==> src/rtl/div_seq_ctrl.sv <==
// rtl/div_seq_ctrl.sv - multi-cycle signed non-restoring divider sequencer for the HI/LO path
module div_seq_ctrl #(
  parameter int WIDTH = 32
) (
  input  logic               clock,
  input  logic               clear,
  input  logic               start,
  input  logic [WIDTH-1:0]   a,
  input  logic [WIDTH-1:0]   b,
  output logic               busy,
  output logic               done,
  output logic               div_by_zero,
  output logic [2*WIDTH-1:0] result
);

  localparam int CW = (WIDTH > 1) ? $clog2(WIDTH) : 1;

  localparam logic [2:0] S_IDLE = 3'd0;
  localparam logic [2:0] S_PREP = 3'd1;
  localparam logic [2:0] S_ITER = 3'd2;
  localparam logic [2:0] S_FIX  = 3'd3;
  localparam logic [2:0] S_ZDIV = 3'd4;
  localparam logic [2:0] S_DONE = 3'd5;

  logic [2:0]       state;
  logic [WIDTH-1:0] a_reg;
  logic [WIDTH-1:0] b_reg;
  logic [WIDTH-1:0] q_reg;
  logic [WIDTH-1:0] m_reg;
  // Partial remainder carries one extra sign bit so divisors up to 2^(WIDTH-1)
  // in magnitude never overflow during the shift/add-subtract step.
  logic [WIDTH:0]   acc;
  logic [CW-1:0]    count;
  logic             sign_q;
  logic             sign_r;

  logic [WIDTH:0]   m_ext;
  logic [WIDTH:0]   shifted;
  logic [WIDTH:0]   acc_step;
  logic [WIDTH-1:0] a_mag;
  logic [WIDTH-1:0] b_mag;
  logic [WIDTH-1:0] rem_mag;
  logic [WIDTH-1:0] quot_fix;
  logic [WIDTH-1:0] rem_fix;

  // Status outputs are pure decodes of the sequencer state.
  always_comb begin
    busy = (state == S_PREP) || (state == S_ITER) || (state == S_FIX) || (state == S_ZDIV);
    done = (state == S_DONE);
  end

  // Datapath: magnitudes, one non-restoring step, and final correction/sign fix-up.
  always_comb begin
    m_ext    = {1'b0, m_reg};
    shifted  = {acc[WIDTH-1:0], q_reg[WIDTH-1]};
    acc_step = acc[WIDTH] ? (shifted + m_ext) : (shifted - m_ext);
    a_mag    = a_reg[WIDTH-1] ? (~a_reg + 1'b1) : a_reg;
    b_mag    = b_reg[WIDTH-1] ? (~b_reg + 1'b1) : b_reg;
    // A negative final partial remainder is restored; the true remainder is
    // below M, so the sum is exact modulo 2^WIDTH.
    rem_mag  = acc[WIDTH] ? (acc[WIDTH-1:0] + m_reg) : acc[WIDTH-1:0];
    quot_fix = sign_q ? (~q_reg + 1'b1) : q_reg;
    rem_fix  = sign_r ? (~rem_mag + 1'b1) : rem_mag;
  end

  // Sequencer state, operand capture and iteration registers.
  always_ff @(posedge clock) begin
    if (clear) begin
      state       <= S_IDLE;
      a_reg       <= '0;
      b_reg       <= '0;
      q_reg       <= '0;
      m_reg       <= '0;
      acc         <= '0;
      count       <= '0;
      sign_q      <= 1'b0;
      sign_r      <= 1'b0;
      div_by_zero <= 1'b0;
      result      <= '0;
    end else begin
      case (state)
        S_IDLE: begin
          if (start) begin
            a_reg <= a;
            b_reg <= b;
            state <= (b == '0) ? S_ZDIV : S_PREP;
          end
        end
        S_PREP: begin
          sign_q      <= a_reg[WIDTH-1] ^ b_reg[WIDTH-1];
          sign_r      <= a_reg[WIDTH-1];
          q_reg       <= a_mag;
          m_reg       <= b_mag;
          acc         <= '0;
          count       <= CW'(WIDTH - 1);
          div_by_zero <= 1'b0;
          state       <= S_ITER;
        end
        S_ITER: begin
          acc   <= acc_step;
          q_reg <= {q_reg[WIDTH-2:0], ~acc_step[WIDTH]};
          if (count == '0) begin
            state <= S_FIX;
          end else begin
            count <= count - 1'b1;
          end
        end
        S_FIX: begin
          result <= {rem_fix, quot_fix};
          state  <= S_DONE;
        end
        S_ZDIV: begin
          result      <= {a_reg, {WIDTH{1'b1}}};
          div_by_zero <= 1'b1;
          state       <= S_DONE;
        end
        S_DONE: begin
          state <= S_IDLE;
        end
        default: begin
          state <= S_IDLE;
        end
      endcase
    end
  end

endmodule

==> config.mk <==
export PLATFORM = sky130hd
export DESIGN_NAME = div_seq_ctrl
export DESIGN_NICKNAME = d
export VERILOG_FILES = /design/src/rtl/div_seq_ctrl.sv
export SDC_FILE = /design/constraint.sdc
export NUM_CORES = 1
export LEC_CHECK = 0
export BUFFER_PORTS_ARGS = -buffer_cell sky130_fd_sc_hd__buf_2
export CORE_MARGIN = 8
export CORE_UTILIZATION = 35
export CTS_CLUSTER_SIZE = 10
export DETAILED_ROUTE_END_ITERATION = 16
export GPL_TIMING_DRIVEN = 0
export HOLD_SLACK_MARGIN = 0.12
export PLACE_DENSITY = 0.56
export SYNTH_ARGS = -nofsm -noshare
export SYNTH_HDL_FRONTEND = slang
export SYNTH_SLANG_ARGS = --single-unit
==> constraint.sdc <==
create_clock -name clock -period 5.4 [get_ports clock]
set_input_delay 0.27 -clock clock [delete_from_list [all_inputs] [get_ports clock]]
set_output_delay 0.27 -clock clock [all_outputs]
set_load 0.02 [all_outputs]
; Word level (Yosys, flattened, before mapping)
; Cells that the tools add are included.
[word_totals]
in_bits = 67
ff_bits = 236
output_inout_bits = 67
[classes]
add_sub_neg = 8
n_mux = 16
n_reduce_logical = 13
n_bitwise = 6
n_eq_ne = 8
[ops]
columns = operator, count
row1 = $mux 32, 5
row2 = $add 32x1->32 const B, 4
row3 = $not 32->32, 4
row4 = $pmux 64 s2, 1
row5 = $pmux 33 s2, 1
row6 = $pmux 32 s2, 1
row7 = $add 33x32->33, 1
row8 = $mux 33, 1
row9 = $sub 33x32->33, 1
row10 = $add 32x32->32, 1
row11 = $logic_not 32->1, 1
row12 = $pmux 3 s4, 1
row13 = $pmux 5 s2, 1
row14 = $mux 3, 3
row15 = $eq 3x2->1 const B, 2
row16 = $eq 3x3->1 const B, 2
row17 = $reduce_and 2->1, 3
row18 = $reduce_bool 2->1, 3
row19 = $logic_not 5->1, 1
row20 = $mux 5, 1
row21 = $sub 5x1->5 const B, 1
row22 = $ne 2x2->1 const B, 2
row23 = $eq 3x1->1 const B, 1
row24 = $logic_not 3->1, 1
row25 = other kinds (6), 8

; Longest topological paths before layout
; Gate-level depths: netlist of run 1.
[logic_depth]
ltp_word = 6
ltp_mapped = 22
depth_no_buf = 21

; Worst setup path before layout of run 1
; No wires, ideal clock.
[synth_path]
path_type = reg2reg
start = register acc[32]
end = register acc[31]
setup_time_ps = 124
stages_incl_launch_ff = 22
t_arrival_ps = 5585
path_slack_ps = -309
cell_sequence = dfxtp_1 buf_2 clkbuf_1 buf_2 buf_1 clkbuf_1 buf_1 clkbuf_1 clkbuf_1 mux2_2 ha_1 a21o_1 a21o_1 a2111oi_0 o21ai_0 nand3_1 a211oi_1 o31ai_1 nor2_1 a2111oi_0 xor2_1 o21ai_0
[synth_between]
elab_chain_cells = 2
[synth_lines]
columns = item, line
row1 = from (decl), 32  ; logic [WIDTH:0] acc;
row2 = from (signal assigned), 100  ; acc <= acc_step;
row3 = $mux 33, 56  ; acc_step = acc[WIDTH] ? (shifted + m_ext) : (shifted - m_ext);
row4 = $pmux 33 s2, 81  ; case (state)
; Every way passes these cells.
; A chain may end at the register's enable or synchronous reset.

; Worst setup path after layout of run 1
[layout_path]
start = register m_reg[0]
end = register result[62]
[layout_between]
elab_chain_cells = 6
[layout_lines]
columns = item, line
row1 = from (decl), 29  ; logic [WIDTH-1:0] m_reg;
row2 = from (signal assigned), 93  ; m_reg <= b_mag;
row3 = $add 32x32->32 *, 61  ; rem_mag = acc[WIDTH] ? (acc[WIDTH-1:0] + m_reg) : acc[WIDTH-1:0];
row4 = $mux 32 *, 61
row5 = $not 32->32, 63  ; rem_fix = sign_r ? (~rem_mag + 1'b1) : rem_mag;
row6 = $add 32x1->32, 63
row7 = $mux 32 *, 63
row8 = $pmux 64 s2 *, 81
row9 = to (signal assigned), 109  ; result <= {rem_fix, quot_fix};
row10 = to (signal assigned), 113  ; result <= {a_reg, {WIDTH{1'b1}}};
row11 = to (decl), 13  ; output logic [2*WIDTH-1:0] result
; Every way passes the cells marked *; elsewhere a longest branch is shown, timed or not.

==> results of run 1 <==
[power groups by stage]
stage,combinational [W],clock (W),sequential (W)
6_report,0.00667,0.00170,0.00283
2_1_floorplan,0.00490,0,0.00265
3_3_place_gp,0.00647,0,0.00284
3_5_place_dp,0.00654,0,0.00285
5_1_grt,0.00742,0.00181,0.00288
4_1_cts,0.00663,0.00174,0.00281
[cells by family after synthesis]
logic type | Yosys count
buf+inv | 165
flops | 236
simple gates | 724
fa+ha+maj | 72
compound gates | 619
xor+xnor | 187
mux | 18
[worst paths after layout]
check / to / slack, ps / depth (start not counted)
setup reg to reg: result[62] / 240 / 13
setup / recovery: result[62] / 240 / 13
hold / removal: state[0] / 260 / 5
hold reg to reg: b_reg[15] / 480 / 2
[cell type report]
cell class                      count  area [um2]
Buffer                            119         475
Clock buffer                       36         761
Clock inverter                      2        21.3
Fill cell                        4455       25600
Inverter                           41         154
Multi-Input combinational cell   1620       10200
Sequential cell                   236        4730
Tap cell                          592         741
Timing Repair Buffer              198        1320
[placed cells by master (no fill, tap or decap), types with 18 or more instances in the layout]
cell type and count:
o21a_1 18, a21o_1 29, xnor2_1 80, nand3_1 26, o31ai_1 35, or4_1 22, a2111oi_0 26, o21ai_0 97
or3_1 34, a22oi_1 46, dlygate4sd3_1 65, o22ai_1 20, inv_1 38, nor2_1 233, a211oi_1 72, nor3_1 39
ha_1 70, dfxtp_1 235, a21oi_1 175, buf_2 139, nand2_1 258, xor2_1 106, clkbuf_16 28, clkbuf_1 107
[layer usage]
layer / vias up / routed length [um]
met2: 564 / 25400
li1: 7809 / -
met1: 7503 / 26500
met5: - / 12
met4: 2 / 1930
met3: 99 / 4270
[timing repair]
action                                  CTS  global route
cloned                                    0             0
resized for setup                        12             3
endpoints found under the setup margin   29             7
hold buffers                             65             0
endpoints found under the hold margin    65             0
[metrics by stage]
stage / instance area, um2 / total power (W) / TNS [ps] / hold slack [ps]
2_1_floorplan: 15500 / 0.00756 / 0 / 406
3_5_place_dp: 17000 / 0.00939 / -36090 / 479
5_1_grt: 18400 / 0.0121 / 0 / 337
6_report: 18400 / 0.0112 / 0 / 262
4_1_cts: 18400 / 0.0112 / 0 / 253
3_3_place_gp: 17000 / 0.00930 / -37330 / 473
[critical path: cells and delay by family, from the launching register on]
| kind | cells | cell delay, ps |
|---|---|---|
| AOI/OAI and AO/OA | 7 | 2620 |
| xor gates and xnor gates | 1 | 150 |
| and+or+nand+nor | 3 | 1090 |
| DFF | 1 | 400 |
| adders and majority gates | 2 | 790 |
==> impl_metrics.py, run 1 <==
metrics = {
    "cells_and_area": {
        "syn2layout_area_growth_pct": 18.3,
        "diodes": 0,
        "reg_top3": "result x64, acc x33",
        "nets": 2383,
        "stdcell_count": 2844,
        "largest_register": "result",
        "drive_above_1_share": 0.0950,
        "utilization": 0.418,
        "largest_register_ffs": 64,
    },
    "setup_path": {
        "startpoint": "m_reg[0]",
        "path_cells": "ha_1, fa_1, a211oi_1, o21ai_2, a21o_1, a221oi_1, and3_1, or4b_1, a211oi_2, nand3_1, o41ai_1, xnor2_1, a211oi_1",
        "crit_path_end_kind": "flip-flop",
        "worstPathArrival_ps": 5650,
        "slowest_delay_ps": 610,
        "critPathSlowestCell": "a221oi_1",
        "worstPathMaxFanout": 6,
        "required_ps": 5880,
        "rr_startpoint": "m_reg[0]",
        "cp_common_cell": "a211oi_1",
        "crit_path_start_kind": "flip-flop",
        "path_class": "reg -> reg",
    },
    "sta": {
        "final-max-slew-violation-count": 0,
        "hold_viol_final": 0,
        "rsz0062_at_grt": "no",
        "clock-skew-final_ps": 14.8,
        "worst_pin_slew_ps": 1370,
        "slew_headroom": 0.0811,
        "fin_ws_ps": 238,
        "setup_viol": 0,
        "finalCritPeriodShare": 0.956,
        "fmax_ghz": 0.194,
        "layout_min_cycle_time_ps": 5160,
    },
    "synthesis": {
        "synth_edf_count": 0,
        "ys_types": 79,
        "synth_top_area_cell": "dfxtp_1",
        "synthAdderAreaFrac": 0.0589,
        "synth_xor_area_frac": 0.106,
        "synth-seq-cells": 236,
        "yosysTopAreaCellShare": 0.304,
        "async_flop_share": 0,
        "synth_cells": 2021,
        "ys.flop_type": "dfxtp_1",
        "synthTopCellsByArea": "dfxtp_1 30%, nand2_1 6.2%, xor2_1 6.0%",
        "synth.net_count": 2160,
        "synth.avg_cell_area_um2": 7.69,
        "ys_seq_area_frac": 0.304,
        "yosysMostFrequentCell": "nand2_1",
        "yosysWarnings": 0,
        "synth_area_mm2": 0.0155,
        "synth-simple-area-share": 0.213,
        "synth_top_family_by_area": "compound AO/OA/AOI/OAI gates",
        "synth_compound_area_frac": 0.265,
        "synth_common_cells": "258 x nand2_1, 236 x dfxtp_1, 233 x nor2_1, 175 x a21oi_1, 108 x clkbuf_1",
        "synthMuxAreaShare": 0.0119,
    },
    "routing": {
        "vias": 15977,
        "antenna_left": 0,
        "routed_wl_mm": 58.1,
        "dr.pass1.iters": 5,
        "drcViolationCount": 0,
        "drt_iter0_markers": 1429,
        "wl_per_cell_um": 20.4,
        "vias_per_cell": 5.62,
    },
    "power_and_ir_drop": {
        "p_sw_frac": 0.492,
        "pwr-share-seq": 0.252,
        "power_frac_comb": 0.596,
        "pwr-share-clk": 0.152,
        "p_int_w": 0.00570,
        "powerDensity_mw_per_mm2": 609,
        "power.switching_w": 0.00551,
        "peakVddDrop_mv": 0.264,
        "power_leakage_nw": 7.31,
    },
    "placed_design": {
        "place_inst": 2746,
        "portBuffers": 133,
        "hpwl_mm": 46.7,
        "gp_congestion": 0.923,
        "pre_cts_ws_ps": -2260,
    },
    "worst_hold_path": {
        "min_path_type": "in -> reg",
        "worstHoldStart": "start",
    },
    "global_routing": {
        "grt_max_degree": 20,
        "grtUsageMet3": 0.0397,
        "antenna_found_initial": 4,
        "grt_first_pass_wirelength_mm": 89.9,
        "gr-total-overflow": 0,
        "track_usage": 0.223,
        "first_global_vias": 15411,
        "use_met1": 0.305,
        "busiest_layer": "met2",
        "met2_usage": 0.349,
    },
    "cts": {
        "cts_tree": "built",
        "cts_sinks": 236,
        "numCtsBuffers": 28,
        "clockRootBuffer": "clkbuf_16",
        "clockBufferDepth": 3,
        "clkTransAtPathRegs_ps": 60,
        "clk_latency_ps": 570,
        "h-tree-depth": 1,
        "cts_setup_buffers": 0,
    },
    "floorplanning": {
        "die-area_mm2": 0.0514,
        "die_y_um": 227,
        "io_pins": 134,
        "design.core.area_mm2": 0.0440,
        "start_util": 0.353,
        "die_width_um": 227,
        "rows": 77,
    },
    "run": {
        "maxCapViolCount": 0,
    },
    "outcome": {
        "status": "complete, no violations",
    },
}
Power figures use the tool's default switching activity.
==> run 2: changes to the inputs <==
BUFFER_PORTS_ARGS = -buffer_cell sky130_fd_sc_hd__clkbuf_2   (was -buffer_cell sky130_fd_sc_hd__buf_2)
CORE_UTILIZATION = 45   (was 35)
PLACE_DENSITY = 0.68   (was 0.56)
==> run 2 against run 1 <==
  * Sequential share of layout area increased by 0.16 points
  * Cell area shrank 0.65%
  * Global-route usage rose by 3.7 points
  * Die area fell by 21%
  * Worst hold slack lost 91 ps
  * Flip-flop and latch count did not move
  * Cell count fell by 4.7%
  * Power grew 0.39%
  * Register-to-register slack improved by 50 ps
  * Sequential power is essentially flat
==> impl_metrics.py, run 2 (synthesis results as in run 1) <==
metrics = {
    "sta": {
        "slew_headroom": 0.114,
        "clock-skew-final_ps": 15.1,
        "fmax_ghz": 0.195,
        "worst_pin_slew_ps": 1320,
        "hold_slack_ps": 172,
        "final-max-slew-violation-count": 0,
        "finalCritPeriodShare": 0.947,
        "rsz0062_at_grt": "no",
        "setup_viol": 0,
        "fin_setup_tns_ps": 0,
        "layout_min_cycle_time_ps": 5120,
        "hold_viol_final": 0,
    },
    "cts": {
        "cts_tree": "built",
        "clockBufferDepth": 3,
        "numCtsBuffers": 29,
        "clkTransAtPathRegs_ps": 60,
        "cts_setup_buffers": 0,
        "h-tree-depth": 1,
        "clockRootBuffer": "clkbuf_16",
        "clk_latency_ps": 560,
        "cts_sinks": 236,
    },
    "routing": {
        "drcViolationCount": 0,
        "vias_per_cell": 5.99,
        "antenna_left": 0,
        "vias": 16245,
        "dr.pass1.iters": 6,
        "routed_wl_mm": 55.2,
        "wl_per_cell_um": 20.4,
        "drt_iter0_markers": 1651,
    },
    "floorplanning": {
        "start_util": 0.453,
        "die_width_um": 202,
        "rows": 68,
        "die_y_um": 202,
        "design.core.area_mm2": 0.0343,
        "die-area_mm2": 0.0407,
        "io_pins": 134,
    },
    "power_and_ir_drop": {
        "powerDensity_mw_per_mm2": 616,
        "peakVddDrop_mv": 0.273,
        "power_leakage_nw": 7.30,
    },
    "setup_path": {
        "crit_path_end_kind": "flip-flop",
        "crit_path_start_kind": "flip-flop",
        "worstPathMaxFanout": 46,
        "path_class": "reg -> reg",
        "required_ps": 5830,
        "worstPathArrival_ps": 5550,
    },
    "cells_and_area": {
        "drive_above_1_share": 0.0958,
        "diodes": 0,
        "largest_register": "result",
        "final_common_cell": "nand2_1",
        "syn2layout_area_growth_pct": 17.6,
        "final_cell_mix": "258 x nand2_1, 236 x dfxtp_1, 233 x nor2_1",
        "nets": 2383,
        "utilization": 0.533,
        "largest_register_ffs": 64,
        "reg_top3": "result x64, acc x33",
    },
    "placed_design": {
        "portBuffers": 133,
        "hpwl_mm": 43.3,
        "gp_congestion": 1.01,
    },
    "worst_hold_path": {
        "min_path_type": "in -> reg",
    },
    "outcome": {
        "status": "complete, no violations",
    },
    "global_routing": {
        "track_usage": 0.260,
        "grt_max_degree": 29,
        "gr-total-overflow": 0,
        "first_global_vias": 15405,
        "grt_first_pass_wirelength_mm": 86.5,
        "antenna_found_initial": 0,
    },
    "run": {
        "maxCapViolCount": 0,
    },
}
[run 2: changes by cell type in the layout (fill, tap and decap cells not counted)]
cell / delta
a211oi_1: +1
a2111oi_0: +1
dlygate4sd3_1: -1
inv_16: +1
clkbuf_2: +133
dfxtp_1: +1
bufinv_16: +1
buf_2: -133
dfxtp_2: -1
clkbuf_16: +1
a2111oi_1: -1
clkinv_8: -1
clkinv_2: +2
a211oi_2: -1
[run 2: path summary, 6_finish.rpt]
check	from	slack, ps	to	cells after the start
min reg2reg	b_reg[26]	490	b_reg[26]	2
min	clear	170	acc[32]	3
max reg2reg	acc[32]	280	acc[31]	16
max	acc[32]	280	acc[31]	16
[run 2: cell type report]
cell class	instances	area, um2
well taps	455	569
fillers	3245	16000
plain buffers	119	475
inverters	41	154
clock buffers	37	786
flip-flops and latches	236	4720
repair buffers	197	1310
multi-input cells	1620	10200
clock inverters	5	65.1
[run 2: routing by layer]
layer  GRT usage  vias to the layer above  share of wire
li1            -                     7788              -
met3      0.0509                      122          0.093
met5           0                        -              0
met1       0.357                     7673           0.44
met4      0.0890                        0          0.038
met2       0.402                      662           0.43
[run 2: per-stage QoR]
stage,worst slack [ps],power [W],cell area [um2],instances
2_1_floorplan,48.1,0.00756,15500,2021
3_3_place_gp,-2190,0.00914,16800,2609
3_5_place_dp,-2290,0.00926,16800,2609
4_1_cts,3.38,0.0111,18300,2711
5_1_grt,59.9,0.0121,18300,2710
6_report,284,0.0112,18300,2710
[run 2: worst max-delay path, stage by stage (launching register included)]
cell and delay [ps]:
dfxtp_1 510, buf_6 390, buf_4 340, clkbuf_4 300
mux2_2 380, ha_1 290, a21o_1 190, a21o_1 230
a2111oi_2 440, o21ai_1 290, nand3_1 260, a211oi_1 130
o31ai_1 380, nor2_1 110, a2111oi_0 490, xor2_1 180
o21ai_0 80
[run 2: where the power goes]
group | leakage, nW | switching [W] | internal, W
Sequential | 1.92 | 0.000664 | 0.00216
Clock | 0.420 | 0.000751 | 0.00106
Combinational | 4.96 | 0.00405 | 0.00256
[run 2: repair_timing]
item	in CTS	in global routing
gates resized for setup	9	2
hold buffers	64	0
endpoints found under the hold margin	64	0
setup endpoints to repair	29	5
==> run 3: changes to the inputs <==
PLACE_DENSITY = 0.65   (was 0.68)
==> run 3 against run 2 <==
  * Sequential share of layout area about the same
  * Global-route usage up 0.73 points
  * Non-clock buffer count up 1
  * Combinational power up 0.9%
  * Critical path type unchanged
  * Largest cell class unchanged
  * Highest routed layer is now met5
==> impl_metrics.py, run 3 (synthesis results as in run 1) <==
metrics = {
    "worst_hold_path": {
        "hold_end": "state[2]",
        "worstHoldPathCells": 5,
        "worstHoldStart": "start",
        "min_path_type": "in -> reg",
    },
    "floorplanning": {
        "start_util": 0.453,
        "die-area_mm2": 0.0407,
        "io_pins": 134,
        "die_y_um": 202,
        "die_width_um": 202,
        "design.core.area_mm2": 0.0343,
        "rows": 68,
    },
    "global_routing": {
        "grt_max_degree": 29,
        "grt_first_pass_wirelength_mm": 87.3,
        "gr-total-overflow": 0,
        "track_usage": 0.267,
        "first_global_vias": 15269,
        "antenna_found_initial": 3,
    },
    "placed_design": {
        "gp_congestion": 0.946,
        "hpwl_mm": 44.6,
        "place_inst": 2609,
        "portBuffers": 133,
        "pre_cts_ws_ps": -2410,
    },
    "setup_path": {
        "worstPathMaxFanout": 46,
        "r2r_cells": 17,
        "rr_startpoint": "acc[32]",
        "slowest_delay_ps": 460,
        "crit_path_start_kind": "flip-flop",
        "rrSetupSlack_ps": 380,
        "worstPathArrival_ps": 5450,
        "cp.buffers_inverters": 4,
        "path_class": "reg -> reg",
        "startpoint": "acc[32]",
        "cp_common_cell": "o21ai_0",
        "crit_path_end_kind": "flip-flop",
        "critPathSlowestCell": "o211ai_1",
        "path_delay_family": "compound AO/OA/AOI/OAI gates",
        "r2r_end": "acc[32]",
        "required_ps": 5830,
        "path_cells": "buf_6, buf_4, clkbuf_4, mux2_2, inv_1, fa_1, nor2b_1, o21ai_0, a21boi_0, o21ai_0, a21o_1, a211oi_1, o21ai_0, o211ai_1, nand2_1, mux2i_1, o31ai_1",
    },
    "sta": {
        "clock-skew-final_ps": 13.9,
        "final-max-slew-violation-count": 0,
        "rsz0062_at_grt": "no",
        "worst_pin_slew_ps": 1350,
        "fin_ws_ps": 378,
        "fmax_ghz": 0.199,
        "layout_min_cycle_time_ps": 5020,
        "setup_viol": 0,
        "finalCritPeriodShare": 0.930,
        "slew_headroom": 0.0927,
        "hold_viol_final": 0,
    },
    "cells_and_area": {
        "reg_top3": "result x64, acc x33",
        "final_cell_mix": "258 x nand2_1, 235 x dfxtp_1, 233 x nor2_1",
        "largest_register_ffs": 64,
        "stdcell_count": 2710,
        "final_common_cell": "nand2_1",
        "largest_register": "result",
        "drive_above_1_share": 0.0967,
        "diodes": 0,
        "syn2layout_area_growth_pct": 17.6,
        "nets": 2384,
    },
    "power_and_ir_drop": {
        "peakVddDrop_mv": 0.329,
        "powerDensity_mw_per_mm2": 619,
        "power_leakage_nw": 7.30,
    },
    "cts": {
        "clockBufferDepth": 3,
        "clkTransAtPathRegs_ps": 60,
        "numCtsBuffers": 29,
        "cts_tree": "built",
        "clk_latency_ps": 580,
        "cts_sinks": 236,
        "clockRootBuffer": "clkbuf_16",
        "h-tree-depth": 1,
    },
    "outcome": {
        "status": "complete, no violations",
    },
    "routing": {
        "drcViolationCount": 0,
        "vias_per_cell": 5.98,
        "dr.pass1.iters": 5,
        "vias": 16215,
        "antenna_left": 0,
        "wl_per_cell_um": 20.9,
        "drt_iter0_markers": 1383,
        "routed_wl_mm": 56.7,
    },
    "run": {
        "maxCapViolCount": 0,
    },
}
[run 3: tightest hold or removal path: cells and delay by family]
kind / cells / cell delay, ps
AO/OA/AOI/OAI: 2 / 160
AND/OR/NAND/NOR: 2 / 260
buffers and inverters: 1 / 110
[run 3: report_power, final]
part | internal [W] | total [W] | switching (W)
registers | 0.00216 | 0.00284 | 0.000676
clock network | 0.00104 | 0.00180 | 0.000764
logic | 0.00258 | 0.00668 | 0.00410
total | 0.00578 | 0.0113 | 0.00554
[run 3: cell type report]
class	count	area, um2
multi-input cells	1620	10200
plain buffers	119	475
well taps	455	569
clock buffers	35	768
inverters	41	154
fillers	3301	16000
repair buffers	198	1320
flip-flops and latches	236	4730
clock inverters	6	70.1
[run 3: worst max-delay path by stage]
stage                    to  slack, ps  cells past startpoint
finish              acc[32]        380                     17
global route        acc[31]        120                     16
CTS                 acc[31]        210                     17
detailed placement  acc[31]      -2410                     21
global placement    acc[31]      -2480                     21
floorplan           acc[31]         50                     21
[run 3: repair_timing]
item	CTS	global route
hold buffers	65	0
hold endpoints to repair	65	0
endpoints found under the setup margin	30	3
setup buffers	0	0
gates resized for setup	12	3
pin swaps	0	0
[run 3: metal layers]
layer | GRT usage | part of all wire | vias up | wire length (um)
li1 | - | - | 7783 | -
met1 | 0.360 | 0.44 | 7675 | 24900
met2 | 0.406 | 0.43 | 648 | 24200
met3 | 0.0701 | 0.099 | 107 | 5600
met4 | 0.0968 | 0.035 | 2 | 1970
met5 | 0 | 0.00014 | - | 8
[run 3: metrics by stage]
step           setup TNS, ps  hold WS, ps  area, um2  utilization  power (W)
4_1_cts                    0          266      18300        0.533     0.0112
5_1_grt                    0          352      18300        0.533     0.0122
3_5_place_dp          -38930          477      16800        0.489    0.00932
2_1_floorplan              0          406      15500            -    0.00756
3_3_place_gp          -39760          469      16800        0.489    0.00921
6_report                   0          283      18300        0.533     0.0113
